==> src/rtl/fifo_ctrl_param.sv <==
// fifo_ctrl_param: pointer/occupancy controller for a 2**ADDR_W-entry FIFO.
// Generates the storage strobes and addresses, the occupancy count, the status
// flags, and a registered record of the last accepted operation.
// Optional feature macro: FIFO_CTRL_ERR_FLAGS_EN adds err_clr and the sticky
// overflow/underflow outputs.
module fifo_ctrl_param #(
  parameter int unsigned ADDR_W = 3,
  parameter int unsigned AF_TH  = 6,
  parameter int unsigned AE_TH  = 2
) (
  input  logic              clock,
  input  logic              rst,
  input  logic              wr_req,
  input  logic              rd_req,
`ifdef FIFO_CTRL_ERR_FLAGS_EN
  input  logic              err_clr,
  output logic              overflow,
  output logic              underflow,
`endif
  output logic              wr_en,
  output logic              rd_en,
  output logic [ADDR_W-1:0] wr_addr,
  output logic [ADDR_W-1:0] rd_addr,
  output logic [ADDR_W:0]   count,
  output logic              fifo_full,
  output logic              fifo_empty,
  output logic              almost_full,
  output logic              almost_empty,
  output logic [1:0]        op_state
);

  typedef enum logic [1:0] {
    ST_IDLE  = 2'd0,
    ST_WRITE = 2'd1,
    ST_READ  = 2'd2,
    ST_RDWR  = 2'd3
  } op_t;

  localparam logic [ADDR_W:0] PTR_ONE = (ADDR_W+1)'(1);
  localparam logic [ADDR_W:0] AF_LVL  = (ADDR_W+1)'(AF_TH);
  localparam logic [ADDR_W:0] AE_LVL  = (ADDR_W+1)'(AE_TH);

  logic [ADDR_W:0] wr_ptr;
  logic [ADDR_W:0] rd_ptr;
  logic [ADDR_W:0] count_q;
  op_t             state_q;

  // Status derived from registered pointers only; MSB is the wrap bit.
  always_comb begin
    fifo_empty = (wr_ptr == rd_ptr);
    fifo_full  = (wr_ptr[ADDR_W] != rd_ptr[ADDR_W]) &&
                 (wr_ptr[ADDR_W-1:0] == rd_ptr[ADDR_W-1:0]);
    wr_en      = wr_req && !fifo_full;
    rd_en      = rd_req && !fifo_empty;
  end

  // Addresses, count and threshold flags.
  always_comb begin
    wr_addr      = wr_ptr[ADDR_W-1:0];
    rd_addr      = rd_ptr[ADDR_W-1:0];
    count        = count_q;
    almost_full  = (count_q >= AF_LVL);
    almost_empty = (count_q <= AE_LVL);
    op_state     = state_q;
  end

  // Pointer and occupancy update; reset discards everything in one edge.
  always_ff @(posedge clock) begin
    if (!rst) begin
      wr_ptr  <= '0;
      rd_ptr  <= '0;
      count_q <= '0;
    end else begin
      if (wr_en) wr_ptr <= wr_ptr + PTR_ONE;
      if (rd_en) rd_ptr <= rd_ptr + PTR_ONE;
      unique case ({wr_en, rd_en})
        2'b10:   count_q <= count_q + PTR_ONE;
        2'b01:   count_q <= count_q - PTR_ONE;
        default: count_q <= count_q;
      endcase
    end
  end

  // Last-cycle operation FSM: next state is purely the accepted strobe pair.
  always_ff @(posedge clock) begin
    if (!rst) begin
      state_q <= ST_IDLE;
    end else begin
      unique case ({wr_en, rd_en})
        2'b10:   state_q <= ST_WRITE;
        2'b01:   state_q <= ST_READ;
        2'b11:   state_q <= ST_RDWR;
        default: state_q <= ST_IDLE;
      endcase
    end
  end

`ifdef FIFO_CTRL_ERR_FLAGS_EN
  // Sticky error flags; a new error event wins over a same-cycle clear.
  always_ff @(posedge clock) begin
    if (!rst) begin
      overflow  <= 1'b0;
      underflow <= 1'b0;
    end else begin
      if (wr_req && fifo_full) overflow <= 1'b1;
      else if (err_clr)        overflow <= 1'b0;
      if (rd_req && fifo_empty) underflow <= 1'b1;
      else if (err_clr)         underflow <= 1'b0;
    end
  end
`endif

endmodule

==> config.mk <==
export PLATFORM = sky130hd
export DESIGN_NAME = fifo_ctrl_param
export DESIGN_NICKNAME = d
export VERILOG_FILES = /design/src/rtl/fifo_ctrl_param.sv
export SDC_FILE = /design/constraint.sdc
export NUM_CORES = 1
export LEC_CHECK = 0
export CORE_MARGIN = 2
export CORE_UTILIZATION = 51
export DETAILED_ROUTE_END_ITERATION = 16
export HOLD_SLACK_MARGIN = 0.05
export PLACE_DENSITY = 0.83
export SYNTH_ARGS = -nofsm -noshare
export SYNTH_HDL_FRONTEND = slang
export SYNTH_SLANG_ARGS = --single-unit
==> constraint.sdc <==
create_clock -name clock -period 6.6 [get_ports clock]
set_input_delay 1.32 -clock clock [delete_from_list [all_inputs] [get_ports clock]]
set_output_delay 1.32 -clock clock [all_outputs]
set_load 0.1 [all_outputs]
After elaboration in Yosys (flattened, before gate mapping)

Cells that the tools add are included.

Add/subtract/negate cells: 4
Reductions and logical operators: 6
Equal/unequal tests: 6
Muxes and demuxes: 2
Order comparisons: 2

Operators by type and width:

| kind                                                                             | number |
|---|---|
| 4-bit by 1-bit adder with 4-bit output, second input constant                    | 3 |
| 4-bit case mux with 2 select lines                                               | 1 |
| 2-bit case mux with 3 select lines                                               | 1 |
| 2-bit == test, second input constant                                             | 2 |
| 4-bit == test                                                                    | 1 |
| 4-bit by 3-bit >= comparator with 1-bit output, second input constant            | 1 |
| 4-bit by 2-bit less-or-equal comparator with 1-bit output, second input constant | 1 |
| 4-bit by 1-bit subtractor with 4-bit output, second input constant               | 1 |
| 3-bit == test                                                                    | 1 |
| 1-bit logical AND                                                                | 3 |
| 2-bit by 1-bit == test with 1-bit output, second input constant                  | 1 |
| 1-bit logical NOT                                                                | 2 |
| 2-bit nonzero test                                                               | 1 |
| 1-bit inequality test                                                            | 1 |

Flip-flop bits (word level): 14
Output and inout bits: 18
Bits of input ports: 4

Longest topological paths before layout

Gate-level depths: netlist of run 1.

Depth after elaboration: 6
Gate-level depth with buffers: 9
Depth with buffers taken out: 9

Least setup slack after synthesis of run 1

No wires, ideal clock.

Path kind: register -> output
Start: reg count_q[1] (netlist: count[1])
End: out almost_empty
Cell stages (with the launch flop): 2
Setup slack: 2.195 ns
Required time: 5.280 ns
Path buffers: 0
Arrival: 3.085 ns
Path through: dfxtp_1 -> a211oi_1

Word-level cells in the longest chain between the ends: 1

RTL lines:

| element                                                   | line | RTL |
|---|---|---|
| start: declaration                                        | 45   | `logic [ADDR_W:0] count_q;` |
| start signal: assignment                                  | 77   | `2'b10: count_q <= count_q + PTR_ONE;` |
| start signal: assignment                                  | 78   | `2'b01: count_q <= count_q - PTR_ONE;` |
| start signal: assignment                                  | 79   | `default: count_q <= count_q;` |
| 4-bit by 2-bit less-or-equal comparator with 1-bit output | 63   | `almost_empty = (count_q <= AE_LVL);` |
| end: declaration                                          | 28   | `output logic almost_empty,` |

No other way between the ends.

Final worst setup path of run 1

Start: in rd_req
End: out rd_en

Word-level cells in the longest chain between the ends: 1

RTL lines:

| element            | line | RTL |
|---|---|---|
| start: declaration | 14   | `input logic rd_req,` |
| 1-bit logical AND  | 54   | `rd_en = rd_req && !fifo_empty;` |
| end: declaration   | 21   | `output logic rd_en,` |

No other way between the ends.

==> summary.md, run 1 <==
| Metric | Value |
|---|---|
| Hold Path End | count[3] |
| Worst Tran Pin Value | 0.991 ns |
| GP Congestion | about 0.72 |
| Clk_skew | 0.000479 ns |
| Synthesized cell area | ~870 sq um |
| EDFF count, synth | 0 |
| Top post-synthesis cells by count | dfxtp_1, nor2_1, inv_1, nand2_1, ha_1 |
| Row count | 14 |
| CP max FO | 9 |
| Wire length of the first global-routing pass | 2.70 mm |
| # Post-CTS Setup Buffers | 0 |
| Post-Route Setup TNS | 0 ns |
| Synth async-reset ratio | 0% |
| Root Buffer | clkbuf_4 |
| Critical path class | in2out |
| RSZ-0062 raised after global routing | no |
| Final Critical Period | 4.59 ns |
| R2r setup slk | approximately 3.8 ns |
| Hpwl dp | approximately 1.3 mm |
| PwrDens | about 420 nW/um^2 |
| Final hold vios | 0 |
| Fin. max-slew vios | 0 |
| Overall die area | roughly 2000 sq um |
| CTS tree | yes |
| Crit-path cells | clkdlybuf4s50_1 > o41ai_4 > inv_1 > clkdlybuf4s50_1 |
| Hold Path Stages | 2 |
| Hold_sp | count[3] |
| RR Startpoint | wr_ptr[2] |
| Via density | 5.33 |
| TritonCTS Buffers | 3 |
| Max_cap viols | 0 |
| Synth Warn # | 0 |
| VDD IR max | around 0.00032 V |
| Sequential-to-total area share from yosys stat | 32.1% |
| DRC viols | 0 |
| Post-CTS sizing | 0 |
| Leak | approximately 0.47 nW |
| Largest cells by area after synthesis | dfxtp_1, ha_1, o41ai_4 |
| Mapped Cells | 98 |
| Yosys cell types | 23 |
| CTS Hold Buffers Added | 0 |
| H-tree depth | 1 |
| Initial core utilization | a little under three fifths |
| Chip Height | between 40 and 50 um |
| Initial drt markers | 10 |
| Data required, critical path | 5.28 ns |
| Clock sinks | 14 |
| Antenna cells | 0 |
| ANT nets after route | 0 |
| Skew-Pair Late Insertion Delay | between 0.2 and 0.3 ns |
| Port bufs | 21 |
| Total number of vias | 693 |
| Multi-input gate area | 507 sq um |
| Core ar. | approximately 1600 sq um |
| CTS max path bufs | 2 |
| Finished Core Util | between 60% and 70% |
| Arr. time, crit path | 3.27 ns |
| Rel. slew slack | around 34% |
| Count of final setup violators | 0 |
| Nets | ~130 |
| Critical Path Max Stage Delay | roughly 1.1 ns |
| Status | finished, final reports clean |
| Sequential Area | ~280 sq um |
| Worst-path clk slew | around 0.070 ns |
| Syn_nets | 111 |
| Gr ovfl total | 0 |
| Fillcell total | about 120 |
| Crit path launch type | input port |
| Drt total wl | between 1.5 and 2 mm |
| Share of the synthesized area in the top cell type | 32.1% |
| Initial antenna violation count | 0 |
| Fmax | 0.218 GHz |
| Pre-antenna DRT Iters | 2 |
| Area grow syn2layout | 22.9% |
| Wire per inst | 12.3 um |
| Cell taking the most area after synthesis | dfxtp_1 |
| Ratio of cells with drive above 1 in the final layout | 5.26% |
| All-Layer GR Usage | 18.2% |
| Vias in the first global route | around 620 |
| Syn_area_per_cell | 8.91 sq um |
| Yosys reg bits | 14 |
| Worst path most repeated cell | clkdlybuf4s50_1 |
| Worst path slowest cell | clkdlybuf4s50_1 |
| IO Count | 22 |
| Most common cell in the synthesized netlist | dfxtp_1 |
| Critical path capture point type | output port |
| Final period utilization | a little over two thirds |
| Worst R2R Path Depth | 9 |
| Primary FF master, synth | dfxtp_1 |
| Largest net degree at the start of global routing | 12 |
| Die span in x | roughly 45 um |
| Path type of the worst min-delay path | reg2reg |
| RR Endpoint | count[3] |
## sequential cells by signal, indices dropped and copies added, names as in the netlist
| name | count |
|---|---|
| count | 4 |
| rd_ptr | 4 |
| wr_ptr | 4 |
| op_state | 2 |
## where the power goes
| part | switching (W) | internal (W) |
|---|---|---|
| clock network | 0.0000244 | 0.0000211 |
| registers | 0.0000175 | 0.0000974 |
| logic | 0.000218 | 0.0000722 |
## layout by cell type (no fill, tap or decap), drive strengths merged, types with 2 or more instances in the layout
cell type / instances
nor2: 11
o21ai: 4
clkbuf: 3
a31oi: 2
ha: 8
inv: 9
a211oi: 2
a21oi: 3
clkdlybuf4s50: 21
nand4: 2
dfxtp: 14
mux2i: 3
xor2: 6
nand2: 9
nand3: 2
o41ai: 2
or3: 5
a21o: 2
xnor2: 3
## metrics by stage
step / power [W] / setup slack [ns] / std cells / area (sq um) / hold slack [ns]
floorplan: 0.000353 / 2.20 / 98 / 873 / 0.495
global placement: 0.000403 / 2.03 / 127 / 1050 / 0.497
detailed placement: 0.000408 / 2.00 / 127 / 1050 / 0.502
CTS: 0.000454 / 2.00 / 130 / 1070 / 0.522
global route: 0.000473 / 1.93 / 130 / 1070 / 0.555
finish: 0.000450 / 2.01 / 130 / 1070 / 0.517
## critical path: cells and delay by family
family                 cells  cell delay [ns]
AO/OA/AOI/OAI              1             0.15
buffers and inverters      3             1.80
## how the worst max path moves through the flow
stage,start,endpoint,slack [ns],depth (start not counted)
floorplan,count[1],almost_empty,2.20,1
global placement,rd_req,rd_en,2.03,4
detailed placement,rd_req,rd_en,2.00,4
CTS,rd_req,rd_en,2.00,4
global route,wr_req,wr_en,1.93,4
finish,rd_req,rd_en,2.01,4
## per-layer routing
| metal | vias to the layer above | track usage [%] | wire length [um] |
|---|---|---|---|
| met5 | - | 0 | 0 |
| met4 | 0 | 7.06 | 8 |
| met3 | 2 | 6.35 | 65 |
| met2 | 15 | 29.6 | 823 |
| met1 | 316 | 21.8 | 700 |
| li1 | 360 | - | - |
## final cells by class
| cell class | instances | share of cell area [%] |
|---|---|---|
| multi-input cells | 67 | 47.2 |
| well taps | 16 | 1.86 |
| clock buffers | 3 | 2.10 |
| inverters | 9 | 3.15 |
| flip-flops and latches | 14 | 26.1 |
| repair buffers | 21 | 19.6 |
## logic make-up after synthesis
family / after synthesis / synth area share, %
AND/OR/NAND/NOR: 31 / 16.6
buffers and inverters: 17 / 9.89
AO/OA/AOI/OAI: 15 / 15.2
flip-flops: 14 / 32.1
XOR/XNOR: 9 / 9.03
adder cells (fa/ha/maj): 9 / 13.8
multiplexers: 3 / 3.44
Note: power is estimated with default switching activity, not from simulation.
==> inputs of run 2 (changes only) <==
--- a/config.mk
+++ b/config.mk
@@ -6,10 +6,10 @@
 export NUM_CORES = 1
 export LEC_CHECK = 0
 export CORE_MARGIN = 2
-export CORE_UTILIZATION = 51
+export CORE_UTILIZATION = 47
 export DETAILED_ROUTE_END_ITERATION = 16
 export HOLD_SLACK_MARGIN = 0.05
-export PLACE_DENSITY = 0.83
+export PLACE_DENSITY = 0.77
 export SYNTH_ARGS = -nofsm -noshare
 export SYNTH_HDL_FRONTEND = slang
 export SYNTH_SLANG_ARGS = --single-unit
==> constraint.sdc (replaced) <==
create_clock -name clock -period 4.4 [get_ports clock]
set_input_delay 0.88 -clock clock [delete_from_list [all_inputs] [get_ports clock]]
set_output_delay 0.88 -clock clock [all_outputs]
set_load 0.1 [all_outputs]
==> run 2 against run 1 <==
Compared with the run above: largest power group unchanged; sequential share of layout area decreased by 0.48 points; power increased by 55%; via count increased by 1.6%; critical path depth unchanged; combinational power increased by 49%; sequential power increased by 50%; global-route usage increased by 0.44 points; worst hold slack improved by 0.0044 ns; sequential cell count unchanged; register-to-register slack got worse by 2.2 ns; wire length increased by 3.8%; die area increased by 7.7%.
==> summary.md, run 2 (synthesized netlist as in run 1, its figures left out) <==
| Metric | Value |
|---|---|
| Comb pwr share | 62.0% (-2.4 points) |
| Vias in the first global route | 705 (+14%) |
| PwrDens | 639 nW/um^2 (+52%) |
| Worst Tran Pin Value | 0.981 ns (-0.00995 ns) |
| Fillcell total | 167 (+37%) |
| Chip Height | 47.1 um (+3.8%) |
| ANT nets after route | 0 (unchanged) |
| Initial antenna violation count | 0 (unchanged) |
| Psw | 0.000395 W (+52%) |
| Rel. slew slack | 34.4% (+0.67 points) |
| Leak | 0.479 nW (+2.1%) |
| Largest net degree at the start of global routing | 12 (unchanged) |
| CTS Hold Buffers Added | 0 (unchanged) |
| Data required, critical path | 3.52 ns (-1.76 ns) |
| # Post-CTS Setup Buffers | 0 (unchanged) |
| Final Critical Period | between 3 and 4 ns |
| Post-CTS sizing | 0 (unchanged) |
| Clock network power share | 13.4% (+3.3 points) |
| Worst R2R Path Depth | 9 (unchanged) |
| Placed inst area | 1060 sq um (+0.59%) |
| CTS tree | yes |
| CP max FO | 6 (-3) |
| Multi-input gate area | 507 sq um (unchanged) |
| Sequential power share | 24.7% (-0.8 points) |
| Port bufs | 21 (unchanged) |
| Commonest cells after routing, fill and taps aside | clkdlybuf4s50_1, dfxtp_1, nor2_1, inv_1, nand2_1 |
| Via density | 5.03 (-5.7%) |
| Area grow syn2layout | 25.2% |
| Post-Route Setup TNS | 0 ns (unchanged) |
| Die span in x | 47.1 um (+3.8%) |
| Switching Share | 56.5% (-1.1 points) |
| Hold Path End | count[3] |
| Worst-path clk slew | 0.09 ns (+0.02 ns) |
| Count of final setup violators | 0 (unchanged) |
| Worst path slowest cell | clkdlybuf4s50_1 |
| Hpwl dp | 1.30 mm (+3.4%) |
| Fin. max-slew vios | 0 (unchanged) |
| Root Buffer | clkbuf_4 |
| RR Startpoint | wr_ptr[2] |
| VDD IR max | 0.000490 V (+51%) |
| Pre-antenna DRT Iters | 4 (+2) |
| Final Total Pwr | 0.000699 W (+55%) |
| Critical path capture point type | output port |
| All-Layer GR Usage | 18.6% (+0.44 points) |
| GP Congestion | 0.726 (+0.62%) |
| Skew-Pair Late Insertion Delay | 0.28 ns (about the same) |
| Arr. time, crit path | 2.58 ns (-0.69 ns) |
| CTS max path bufs | 2 (unchanged) |
| Core ar. | 1750 sq um (+12%) |
| Hold_sp | count[3] |
| Finished Core Util | 62.7% (-6.2 points) |
| Design area | 1090 sq um (+1.9%) |
| Final period utilization | between 70 and 80% |
| Crit-path cells | xor2_1 > or3_4 > nor2_1 > clkdlybuf4s50_1 |
| Antenna cells | 0 (unchanged) |
| Final hold vios | 0 (unchanged) |
| Row count | 15 (+1) |
| Hold Path Stages | 2 (unchanged) |
| Clk_skew | 0.00107 ns (+0.000592 ns) |
| Gr ovfl total | 0 (unchanged) |
| Sequential Area | 280 sq um (unchanged) |
| RSZ-0062 raised after global routing | no |
| DRC viols | 0 (unchanged) |
| Critical path class | reg2out |
| Commonest non-fill, non-tap cell in the layout | clkdlybuf4s50_1 |
| RR Endpoint | count[3] |
| Drt total wl | 1.66 mm (+3.8%) |
| Nets | 129 (unchanged) |
| TritonCTS Buffers | 3 (unchanged) |
| Int Pwr | 0.000304 W (+59%) |
| Initial core utilization | 50.0% (-6.0 points) |
| Total number of vias | 704 (+1.6%) |
| R2r setup slk | 1.55 ns (-2.22 ns) |
| Max_cap viols | 0 (unchanged) |
| Clock sinks | 14 (unchanged) |
| Path type of the worst min-delay path | reg2reg |
| Overall die area | 2220 sq um (+7.7%) |
| Wire length of the first global-routing pass | 2.86 mm (+5.9%) |
| Status | finished, final reports clean |
| Crit path launch type | flop |
| Ratio of cells with drive above 1 in the final layout | 7.83% (+2.6 points) |
| Wire per inst | 11.8 um (-3.6%) |
| Fmax | approximately 0.29 GHz |
| IO Count | 22 (unchanged) |
| Initial drt markers | 5 (-5) |
| Critical Path Max Stage Delay | 1.14 ns (about the same) |
| H-tree depth | 1 (unchanged) |
-- run 2: changes by cell type in the layout (fill, tap and decap cells not counted), sizes merged --
cell and delta:
buf +2, clkdlybuf4s50 -2, clkbuf +1
-- run 2: metal layers --
metal	vias to the layer above	GRT usage [%]	part of all wire, %
li1	358	-	-
met1	328	19.7	40
met2	16	34.5	54
met3	2	5.00	4.9
met4	0	7.78	0.72
met5	-	0	0
-- run 2: per-stage QoR --
stage / hold WS (ns) / worst slack, ns / std cells
2_1_floorplan: 0.495 / 0.435 / 98
3_3_place_gp: 0.490 / 1.30 / 136
3_5_place_dp: 0.504 / 1.23 / 136
4_1_cts: 0.523 / 0.913 / 140
5_1_grt: 0.553 / 0.800 / 140
6_report: 0.522 / 0.938 / 140
-- run 2: area by class of cell --
cell class	count	share of cell area, %
clock buffers	4	3.32
inverters	9	3.09
multi-input cells	67	46.3
flip-flops and latches	14	25.6
well taps	25	2.86
repair buffers	21	18.8
-- run 2: worst max path at each step --
| stage | to | cells past startpoint | from |
|---|---|---|---|
| final | fifo_full | 4 | wr_ptr[2] |
| after global routing | fifo_full | 4 | wr_ptr[2] |
| after CTS | fifo_full | 4 | wr_ptr[2] |
| after detailed placement | fifo_full | 4 | wr_ptr[2] |
| after global placement | fifo_full | 4 | rd_ptr[0] |
| after floorplan | almost_empty | 1 | count[1] |
-- run 2: power groups by stage --
stage	Clock, W	Combinational [W]	Sequential (W)
finish	0.0000934	0.000433	0.000173
global route	0.000102	0.000458	0.000177
CTS	0.0000969	0.000437	0.000173
detailed placement	0	0.000435	0.000175
global placement	0	0.000430	0.000174
floorplan	0	0.000263	0.000266
-- run 2: critical path: cells and delay by family (launching register included) --
family / cells / cell delay [ns]
DFF: 1 / 0.42
and+or+nand+nor: 2 / 0.57
buffers and inverters: 1 / 1.14
xor gates and xnor gates: 1 / 0.19
